`src/rtl/ram_pkg.sv`:
```
// Shared types, limits and the byte-merge helper for the pipelined dual-port RAM.
package ram_pkg;

  typedef enum logic {
    READ_FIRST  = 1'b0,
    WRITE_FIRST = 1'b1
  } rdw_mode_e;

  localparam int MAX_RD_LAT = 3;
  localparam int MAX_DWIDTH = 512;
  localparam int MAX_BEW    = MAX_DWIDTH / 8;

  // Per-read status carried alongside the data through the read pipeline.
  typedef struct packed {
    logic coll;
    logic err;
  } rd_meta_t;

  // Enabled bytes take new_w, all others keep old_w; callers zero-extend narrower words.
  function automatic logic [MAX_DWIDTH-1:0] be_merge(
    input logic [MAX_DWIDTH-1:0] old_w,
    input logic [MAX_DWIDTH-1:0] new_w,
    input logic [MAX_BEW-1:0]    be
  );
    logic [MAX_DWIDTH-1:0] m;
    m = old_w;
    for (int b = 0; b < MAX_BEW; b++)
      if (be[b]) m[8*b +: 8] = new_w[8*b +: 8];
    return m;
  endfunction

endpackage

```
`src/rtl/ram_rd_pipe.sv`:
```
// Read-result delay line: RD_LAT-1 register stages behind the array output register.
module ram_rd_pipe import ram_pkg::*; #(
  parameter int RD_LAT = 1,
  parameter int DWIDTH = 8
) (
  input  logic              clk,
  input  logic              rst,
  input  logic              in_valid,
  input  rd_meta_t          in_meta,
  input  logic [DWIDTH-1:0] in_data,
  output logic              out_valid,
  output rd_meta_t          out_meta,
  output logic [DWIDTH-1:0] out_data
);

  localparam int STAGES = RD_LAT - 1;

  if (STAGES < 1) begin : g_none
    logic unused_ok;
    assign unused_ok = &{1'b0, clk, rst};
    assign out_valid = in_valid;
    assign out_meta  = in_meta;
    assign out_data  = in_data;
  end else begin : g_pipe
    logic     [STAGES-1:0]             vld_q;
    rd_meta_t [STAGES-1:0]             meta_q;
    logic     [STAGES-1:0][DWIDTH-1:0] data_q;
    logic     [STAGES:0]               vld_pipe;
    rd_meta_t [STAGES:0]               meta_pipe;
    logic     [STAGES:0][DWIDTH-1:0]   data_pipe;

    // Index 0 is the incoming stage, index STAGES is the visible output.
    assign vld_pipe  = {vld_q, in_valid};
    assign meta_pipe = {meta_q, in_meta};
    assign data_pipe = {data_q, in_data};

    always_ff @(posedge clk or posedge rst) begin
      if (rst) begin
        vld_q  <= '0;
        meta_q <= '0;
        data_q <= '0;
      end else begin
        vld_q  <= vld_pipe[STAGES-1:0];
        meta_q <= meta_pipe[STAGES-1:0];
        // Data only advances with a valid so the output holds between results.
        for (int s = 0; s < STAGES; s++)
          if (vld_pipe[s]) data_q[s] <= data_pipe[s];
      end
    end

    assign out_valid = vld_pipe[STAGES];
    assign out_meta  = meta_pipe[STAGES];
    assign out_data  = data_pipe[STAGES];
  end

endmodule

```
`src/rtl/dp_ram_pipe.sv`:
```
// Dual-port RAM (one write, one read port) with byte enables, configurable read
// latency, selectable read-during-write behaviour and collision/range flags.
module dp_ram_pipe import ram_pkg::*; #(
  parameter int DEPTH    = 16,
  parameter int DWIDTH   = 8,
  parameter int AWIDTH   = $clog2(DEPTH),
  parameter int BEW      = DWIDTH / 8,
  parameter int RD_LAT   = 1,
  parameter int RDW_MODE = 0
) (
  input  logic              clk,
  input  logic              rst,
  input  logic              wr_enbl,
  input  logic [BEW-1:0]    wr_be,
  input  logic [AWIDTH-1:0] wr_addr,
  input  logic [DWIDTH-1:0] wr_data,
  input  logic              rd_enbl,
  input  logic [AWIDTH-1:0] rd_addr,
  output logic [DWIDTH-1:0] rd_data,
  output logic              rd_valid,
  output logic              rd_coll,
  output logic              rd_err
);

  localparam rdw_mode_e       MODE    = (RDW_MODE == 1) ? WRITE_FIRST : READ_FIRST;
  localparam logic [AWIDTH:0] DEPTH_W = (AWIDTH+1)'(DEPTH);

  if (RD_LAT < 1 || RD_LAT > MAX_RD_LAT) begin : g_bad_lat
    $error("dp_ram_pipe: RD_LAT=%0d outside 1..%0d", RD_LAT, MAX_RD_LAT);
  end
  if (DWIDTH % 8 != 0 || DWIDTH > MAX_DWIDTH || BEW != DWIDTH / 8) begin : g_bad_dw
    $error("dp_ram_pipe: DWIDTH=%0d/BEW=%0d inconsistent", DWIDTH, BEW);
  end
  if (DEPTH < 2 || RDW_MODE < 0 || RDW_MODE > 1) begin : g_bad_cfg
    $error("dp_ram_pipe: DEPTH=%0d RDW_MODE=%0d illegal", DEPTH, RDW_MODE);
  end

  logic [DWIDTH-1:0] mem [DEPTH];

  logic              wr_ok, rd_ok, coll;
  logic [AWIDTH-1:0] rd_idx;
  logic [DWIDTH-1:0] rd_word, byp_word, rd_next;
  logic              s0_valid;
  rd_meta_t          s0_meta, out_meta;
  logic [DWIDTH-1:0] s0_data;

  // Compare with one extra bit so DEPTH equal to 2**AWIDTH stays representable.
  assign wr_ok  = wr_enbl && ({1'b0, wr_addr} < DEPTH_W);
  assign rd_ok  = {1'b0, rd_addr} < DEPTH_W;
  assign coll   = rd_enbl && wr_ok && rd_ok && (rd_addr == wr_addr);
  assign rd_idx = rd_ok ? rd_addr : '0;

  assign rd_word  = mem[rd_idx];
  assign byp_word = DWIDTH'(be_merge(MAX_DWIDTH'(rd_word), MAX_DWIDTH'(wr_data),
                                     MAX_BEW'(wr_be)));

  always_comb begin
    rd_next = rd_word;
    if (!rd_ok)
      rd_next = '0;
    else if (coll && MODE == WRITE_FIRST)
      rd_next = byp_word;
  end

  // Array contents survive reset; a write coinciding with reset is dropped.
  always_ff @(posedge clk) begin
    if (!rst && wr_ok)
      for (int b = 0; b < BEW; b++)
        if (wr_be[b]) mem[wr_addr][8*b +: 8] <= wr_data[8*b +: 8];
  end

  always_ff @(posedge clk or posedge rst) begin
    if (rst) begin
      s0_valid <= 1'b0;
      s0_meta  <= '0;
      s0_data  <= '0;
    end else begin
      s0_valid <= rd_enbl;
      s0_meta  <= '{coll: coll, err: rd_enbl && !rd_ok};
      if (rd_enbl) s0_data <= rd_next;
    end
  end

  ram_rd_pipe #(
    .RD_LAT (RD_LAT),
    .DWIDTH (DWIDTH)
  ) u_rd_pipe (
    .clk       (clk),
    .rst       (rst),
    .in_valid  (s0_valid),
    .in_meta   (s0_meta),
    .in_data   (s0_data),
    .out_valid (rd_valid),
    .out_meta  (out_meta),
    .out_data  (rd_data)
  );

  assign rd_coll = out_meta.coll;
  assign rd_err  = out_meta.err;

`ifndef SYNTHESIS
  a_ctl_known: assert property (@(posedge clk) disable iff (rst)
    !$isunknown({rd_enbl, wr_enbl}))
    else $error("dp_ram_pipe: X on rd_enbl/wr_enbl");
`endif

endmodule

```
`config.mk`:
```
export PLATFORM = sky130hd
export DESIGN_NAME = dp_ram_pipe
export DESIGN_NICKNAME = d
export VERILOG_FILES = /design/src/rtl/ram_pkg.sv /design/src/rtl/ram_rd_pipe.sv /design/src/rtl/dp_ram_pipe.sv
export SDC_FILE = /design/constraint.sdc
export NUM_CORES = 1
export LEC_CHECK = 0
export ABC_AREA = 1
export CORE_MARGIN = 2
export CORE_UTILIZATION = 55
export DETAILED_ROUTE_END_ITERATION = 10
export GPL_TIMING_DRIVEN = 0
export PLACE_DENSITY = 0.74
export SYNTH_ARGS = -nofsm -noshare
export SYNTH_HDL_FRONTEND = slang
export SYNTH_HIERARCHICAL = 1
export SYNTH_SLANG_ARGS = --single-unit
export TNS_END_PERCENT = 10
```
`constraint.sdc`:
```
create_clock -name clk -period 1.12 [get_ports clk]
set_input_delay 0.112 -clock clk [delete_from_list [all_inputs] [get_ports clk]]
set_output_delay 0.112 -clock clk [all_outputs]
set_load 0.03 [all_outputs]
```
[After elaboration in Yosys (flattened, before gate mapping)]
Memory sizes are Yosys's and may differ from the RTL's. A register that Yosys moved wholly into a read port is not among the register bits.
Cells that the tools add are included.
Word-level totals
  flip-flop bits (word level): 2
  memory bits (writable): 128
  output and inout bits: 11
  memories: 1
Memories
  mem: words 16, bits a word 8, rd ports 1, clocked after Yosys merged registers in 1, write ports 1, RTL line dp_ram_pipe.sv:38  | logic [DWIDTH-1:0] mem [DEPTH];
Operators by class
  equality and inequality tests: 1
  mux-type cells: 3
  reductions and logical operators: 4
Operators with widths (number)
  == test 4 bit: 1
  logical AND 1 bit: 3
  2-to-1 mux 1 bit: 3
  zero test 1 bit: 1

[Longest topological paths before layout]
Gate-level depths: netlist of run 1.
  depth after elaboration: 4
  depth in mapped cells: 11

[Modules after synthesis]
Netlist of run 1, hierarchy kept.
By module, submodules not included
  dp_ram_pipe: instances 1, cells an instance 497, area an instance 5688.0 µm², seq. area each 4093.9 µm²
  ram_rd_pipe: instances 1, cells an instance 11, area an instance 82.6 µm², seq. area each 0.0 µm²

[Worst setup path after synthesis of run 1]
No wires, ideal clock.
  path type: input to register
  from: input wr_be
  to: memory mem[10][0], enable pin
  library setup time: 0.370 ns
  arrival: 0.855 ns
  data required time: 0.750 ns
  path slack: -0.105 ns
  cell stages on the path: 4
  path buffers: 0
  path through: nand2_1 -> nor2_1 -> nand3_1 -> nor2_1
Between the ends
  word-level cells in the longest chain between the ends: 3
Ends and longest elaborated chain
  from (decl): RTL line dp_ram_pipe.sv:14  | input logic [BEW-1:0] wr_be,
  2-to-1 mux 1 bit: RTL line dp_ram_pipe.sv:69  | if (wr_be[b]) mem[wr_addr][8*b +: 8] <= wr_data[8*b +: 8];
  2-to-1 mux 1 bit: RTL line dp_ram_pipe.sv:67  | if (!rst && wr_ok)
  2-to-1 mux 1 bit (implied by the code): RTL line dp_ram_pipe.sv:69
  to (decl): RTL line dp_ram_pipe.sv:38
Every way passes these cells.

[Final worst setup path of run 1]
  from: register s0_data[6], read port of mem
  to: output rd_data[6]
RTL lines
  from (decl): RTL line dp_ram_pipe.sv:45  | logic [DWIDTH-1:0] s0_data;
  to (decl): RTL line dp_ram_pipe.sv:19  | output logic [DWIDTH-1:0] rd_data,
No word-level cell between the ends.

==> results of run 1 <==
==> timing repair <==
item,in CTS,in global routing
setup endpoints to repair,144,130
buffers inserted,12,3
pin swaps,10,17
hold buffers,1,0
hold endpoints to repair,10,0
resized for setup,119,30
==> worst reg2reg max path, cell delays in order (launching register included) <==
cell and delay (ns):
edfxtp_1 0.39, nand2_1 0.10, nand3_1 0.08, nand3_1 0.12
nand2_1 0.09, nand2_1 0.07, nand2_1 0.06, nand2_1 0.06
nand2_1 0.04
==> worst max path at each step <==
| stage | startpoint | to | slack (ns) | depth (start not counted) |
|---|---|---|---|---|
| 2_1_floorplan | wr_be | mem[10][0] | -0.11 | 4 |
| 3_3_place_gp | wr_enbl | mem[13][7] | -1.10 | 5 |
| 3_5_place_dp | wr_enbl | mem[12][0] | -1.17 | 5 |
| 4_1_cts | s0_data[7] | rd_data[7] | -0.06 | 1 |
| 5_1_grt | mem[14][3] | s0_data[3] | -0.11 | 8 |
| 6_report | s0_data[6] | rd_data[6] | -0.05 | 1 |
==> logic make-up after synthesis <==
| group | count (synthesis) | share of synthesized area, % |
|---|---|---|
| and+or+nand+nor | 318 | 22.9 |
| DFF | 138 | 70.9 |
| buffers and inverters | 47 | 5.62 |
| AOI/OAI and AO/OA | 3 | 0.347 |
| xor gates and xnor gates | 1 | 0.152 |
| other | 1 | 0.0650 |
==> sequential cells by signal, indices dropped and copies added (netlist names) <==
| register | cells |
|---|---|
| s0_valid | 1 |
| s0_meta | 1 |
| s0_data | 8 |
| mem | 128 |
==> power by group through the flow <==
stage	Sequential [uW]	Combinational, uW	Clock, uW
global placement	5840	935	0
detailed placement	5840	953	0
global route	5750	1160	6250
finish	5740	1090	6000
CTS	5740	1010	6010
floorplan	5830	568	0
==> Yosys cell counts <==
master | number | area [sq um]
o2111ai_1 | 1 | 8.76
nand2_1 | 200 | 751
buf_2 | 13 | 65.1
nor2_1 | 17 | 63.8
clkbuf_1 | 1 | 3.75
inv_1 | 4 | 15.0
nand3_1 | 100 | 500
a21oi_1 | 1 | 5.00
buf_4 | 11 | 82.6
o22ai_1 | 1 | 6.26
buf_6 | 12 | 135
inv_2 | 6 | 22.5
edfxtp_1 | 128 | 3840
conb_1 | 1 | 3.75
nor3_1 | 1 | 5.00
dfrtp_1 | 10 | 250
xor2_1 | 1 | 8.76
==> metal layers <==
layer,wire (um),part of all wire [%]
met1,5160,35
met2,7310,50
met3,1710,12
met4,497,3.4
met5,0,0
==> layout make-up <==
type	instances	area, sq um
Sequential cell	138	4090
Fill cell	682	3000
Multi-Input combinational cell	323	1650
Timing Repair Buffer	44	474
Clock buffer	19	422
Clock inverter	13	215
Buffer	27	211
Tap cell	136	170
Inverter	10	37.5
==> stage by stage <==
step           setup slack (ns)  TNS (ns)
2_1_floorplan            -0.105    -13.50
3_3_place_gp              -1.10   -157.37
3_5_place_dp              -1.17   -169.76
4_1_cts                 -0.0615    -0.550
5_1_grt                  -0.113     -1.01
6_report                -0.0512    -0.402
==> results.sh, run 1 <==
export IMPL_diodes=0
export IMPL_routed_wl_um=14700
export IMPL_p_leak_uw=0.00278
export IMPL_grt_pass1_wl_um=21900
export IMPL_min_period_ns=1.17
export IMPL_via_per_inst=5.85
export IMPL_sw_frac_of_total_pct=22.4
export IMPL_cp_data_arrival_time_ns=1.06
export IMPL_hold_depth=1
export IMPL_max_slew_margin_rel_pct=46.0
export IMPL_post_drt_wl_per_cell_um=20.7
export IMPL_path_buf_inv=1
export IMPL_cts_tree="built"
export IMPL_start_util_pct=56.1
export IMPL_synth_cell_types=17
export IMPL_clock_fmax_mhz=854
export IMPL_yosysWarnings=6
export IMPL_antenna_found_initial=0
export IMPL_hpwlAfterDp_um=8490
export IMPL_hp_class="input pin to register"
export IMPL_die_y_um=106
export IMPL_nets=582
export IMPL_die_x_um=106
export IMPL_grt_use_total_pct=26.9
export IMPL_startpoint_type="register"
export IMPL_max_stage_delay_ns=0.40
export IMPL_finClkSkew_ns=0.00927
export IMPL_synth_seq_area_share_pct=70.9
export IMPL_worst_path_max_fanout=2
export IMPL_grt_pass1_vias=3989
export IMPL_dp_cells=672
export IMPL_drive_above_1_share_pct=24.2
export IMPL_worstPathCellList="buf_6"
export IMPL_rsz0062_at_grt="yes"
export IMPL_htreeDepth=4
export IMPL_cp_slowest_cell="dfrtp_1"
export IMPL_hold_ws_ns=0.0624
export IMPL_status="finished with violations"
export IMPL_grtUsageMet3_pct=7.11
export IMPL_clock_sinks=138
export IMPL_ys_ff_latch=138
export IMPL_r2r_slack_ns=0.01
export IMPL_firstDrtPassIters=5
export IMPL_dr_total_vias=4156
export IMPL_switchingPower_uw=2870
export IMPL_fin_cells=710
export IMPL_total_power_uw=12800
export IMPL_syn_nets=529
export IMPL_p_comb_share_pct=8.5
export IMPL_hold_path_end="s0_valid"
export IMPL_drv_cap=0
export IMPL_violations="setup timing"
export IMPL_final_cell_mix="nand2_1, edfxtp_1, nand3_1, buf_6, nand3_2"
export IMPL_crit_family="flip-flops"
export IMPL_met1_usage_pct=34.3
export IMPL_drt_iter0_markers=450
export IMPL_port_buffers=28
export IMPL_top_level_ports=32
export IMPL_syn_inst=508
export IMPL_grt_use_met2_pct=43.8
export IMPL_mostFrequentLayoutCell="nand2_1"
export IMPL_drc=0
export IMPL_syn2layout_area_growth_pct=26.1
export IMPL_ctsRootBufferMaster="clkbuf_8"
export IMPL_seqPwrFrac_pct=44.7
export IMPL_setup_ws_ns=-0.0512
export IMPL_maxSlewViolCount=0
export IMPL_clk_latency_ns=0.53
export IMPL_endpoint_kind="output port"
export IMPL_globalplace_congestion=0.887
export IMPL_tightest_slew_ns=0.807
export IMPL_power_density_nw_per_um2=1760
export IMPL_clkTransAtPathRegs_ns=0.07
export IMPL_r2r_end="s0_data[5]"
export IMPL_row_count=37
export IMPL_cp_required_ns=1.01
export IMPL_drtAntennaViolNets=0
export IMPL_reg2reg_depth=8
export IMPL_die_area_sq_um=11300
export IMPL_utilization_pct=70.8
export IMPL_timing_rr_start="mem[8][5]"
export IMPL_hold_violations=0
export IMPL_synth_cell_area_sq_um=5770
export IMPL_top_usage_layer="met2"
export IMPL_grt_overflow=0
export IMPL_dpl_instance_area_sq_um=6220
export IMPL_final_setup_viol_count=14
export IMPL_worstHoldStart="rd_enbl"
export IMPL_cts_buffer_depth=2
export IMPL_syn_avg_cell_area_sq_um=11.4
export IMPL_finalCritPeriodShare_pct=105
export IMPL_vdd_drop_max_uv=1040
export IMPL_p_clk_share_pct=46.8
export IMPL_grt_max_degree=17
export IMPL_design_area_sq_um=7270
export IMPL_cts_buffers=17
export IMPL_intPower_uw=9960
export IMPL_coreArea_sq_um=10300
export IMPL_path_class="register to output port"
(Power assumes the default switching activity.)
==> run 2: changes to the inputs <==
==> constraint.sdc (replaced) <==
create_clock -name clk -period 1.4 [get_ports clk]
set_input_delay 0.14 -clock clk [delete_from_list [all_inputs] [get_ports clk]]
set_output_delay 0.14 -clock clk [all_outputs]
set_load 0.03 [all_outputs]
==> run 2 against run 1 <==
Against the previous run: the run still ends with setup timing left; routed wire length fell by 5.2%; hold slack improved by 0.023 ns; power fell by 21%.
==> results.sh, run 2 (synthesis results as in run 1) <==
export IMPL_drtAntennaViolNets=0
export IMPL_timing_rr_start="mem[1][1]"
export IMPL_p_leak_uw=0.00270
export IMPL_hp_class="input pin to register"
export IMPL_worst_path_max_fanout=8
export IMPL_min_period_ns=1.44
export IMPL_cts_tree="built"
export IMPL_nets=580
export IMPL_post_drt_wl_per_cell_um=19.7
export IMPL_ctsRootBufferMaster="clkbuf_8"
export IMPL_antenna_found_initial=0
export IMPL_finalCritPeriodShare_pct=103
export IMPL_rsz0062_at_grt="yes"
export IMPL_diodes=0
export IMPL_drt_iter0_markers=479
export IMPL_largest_register_ffs=128
export IMPL_grt_use_total_pct=25.5
export IMPL_drv_cap=0
export IMPL_status="finished with violations"
export IMPL_place_ws_ns=-0.916
export IMPL_hpwlAfterDp_um=8490
export IMPL_path_class="input pin to register"
export IMPL_vdd_drop_max_uv=852
export IMPL_tightest_slew_ns=0.813
export IMPL_final_cell_mix="nand2_1, edfxtp_1, nand3_1, buf_2, clkdlybuf4s50_1"
export IMPL_cp_required_ns=1.64
export IMPL_multiInputGateArea_sq_um=1520
export IMPL_drc=0
export IMPL_grt_overflow=0
export IMPL_r2r_slack_ns=0.25
export IMPL_fin_setup_tns_ns=-0.449
export IMPL_clock_sinks=138
export IMPL_violations="setup timing"
export IMPL_start_util_pct=56.1
export IMPL_worstHoldStart="rd_enbl"
export IMPL_max_slew_margin_rel_pct=45.6
export IMPL_grt_max_degree=17
export IMPL_cts_buffer_depth=2
export IMPL_coreArea_sq_um=10300
export IMPL_firstDrtPassIters=5
export IMPL_grt_pass1_vias=3817
export IMPL_final_setup_viol_count=29
export IMPL_seq_area_sq_um=4090
export IMPL_top_level_ports=32
export IMPL_clk_latency_ns=0.53
export IMPL_die_area_sq_um=11300
export IMPL_drive_above_1_share_pct=18.5
export IMPL_die_x_um=106
export IMPL_setup_ws_ns=-0.0429
export IMPL_hold_ws_ns=0.0854
export IMPL_startpoint_type="input pin"
export IMPL_globalplace_congestion=0.887
export IMPL_finClkSkew_ns=0.00987
export IMPL_via_per_inst=5.67
export IMPL_cts_buffers=17
export IMPL_endpoint_kind="register"
export IMPL_routed_wl_um=13900
export IMPL_die_y_um=106
export IMPL_maxSlewViolCount=0
export IMPL_dpl_instance_area_sq_um=6220
export IMPL_mostFrequentLayoutCell="nand2_1"
export IMPL_syn2layout_area_growth_pct=22.1
export IMPL_fillCellCount=730
export IMPL_dr_total_vias=4016
export IMPL_clkTransAtPathRegs_ns=0.07
export IMPL_row_count=37
export IMPL_port_buffers=28
export IMPL_hold_violations=0
export IMPL_top_regs="mem: 128 flops, s0_data: 8 flops"
export IMPL_design_area_sq_um=7050
export IMPL_grt_pass1_wl_um=20700
export IMPL_cp_data_arrival_time_ns=1.68
export IMPL_top_register="mem"
export IMPL_cp_startpoint="wr_enbl"
export IMPL_power_density_nw_per_um2=1450
export IMPL_htreeDepth=4
export IMPL_clock_fmax_mhz=693
-- run 2: cell types whose count changed in the layout (fill, tap and decap cells not counted), moves of 5 or more --
cell	change
buf_2	+7
buf_6	-10
nand3_1	+18
dlygate4sd2_1	-5
nand2_1	+12
clkdlybuf4s50_1	+6
nand3_2	-16
nand2_2	-12
-- run 2: area by class of cell --
class,instances,share of cell area (%)
Buffer,37,4.07
Clock buffer,19,5.98
Clock inverter,13,3.05
Inverter,10,0.533
Multi-Input combinational cell,323,21.5
Sequential cell,138,58.1
Tap cell,136,2.41
Timing Repair Buffer,32,4.37
-- run 2: path summary, 6_finish.rpt --
| path | end | depth (start not counted) |
|---|---|---|
| max in group asynchronous | s0_data[7] | 3 |
| max reg2reg | s0_data[1] | 8 |
| min | s0_valid | 1 |
| max | mem[4][1] | 6 |
| min in group asynchronous | s0_valid | 3 |
| min reg2reg | s0_data[7] | 2 |
-- run 2: worst max-delay path: stages --
cell             delay [ns]
clkdlybuf4s50_1        0.49
nand2_1                0.11
nor2_4                 0.26
nand3_2                0.31
nor2_4                 0.23
buf_12                 0.15
-- run 2: repair_timing --
action	CTS	global route
pin swaps	0	5
endpoints found under the hold margin	10	0
hold buffers	1	0
gates resized for setup	78	3
buffers inserted	0	3
endpoints found under the setup margin	138	128
-- run 2: report_power, final --
group	internal [uW]	leakage, uW	switching (uW)
Clock	3090	0.000307	1710
Combinational	266	0.00111	525
Sequential	4560	0.00128	22.3
-- run 2: metrics by stage --
stage | std cells | util [%] | power [uW]
6_report | 708 | 68.6 | 10200
5_1_grt | 708 | 68.6 | 10400
4_1_cts | 705 | 67.8 | 10200
3_5_place_dp | 672 | 60.5 | 5430
3_3_place_gp | 672 | 60.5 | 5420
2_1_floorplan | 508 | - | 5120
-- run 2: routing by layer --
metal	vias up	wire length [um]	track usage, %
li1	1840	-	-
met1	1886	5110	32.2
met2	244	6990	42.4
met3	46	1420	7.17
met4	0	389	9.37
met5	-	0	0
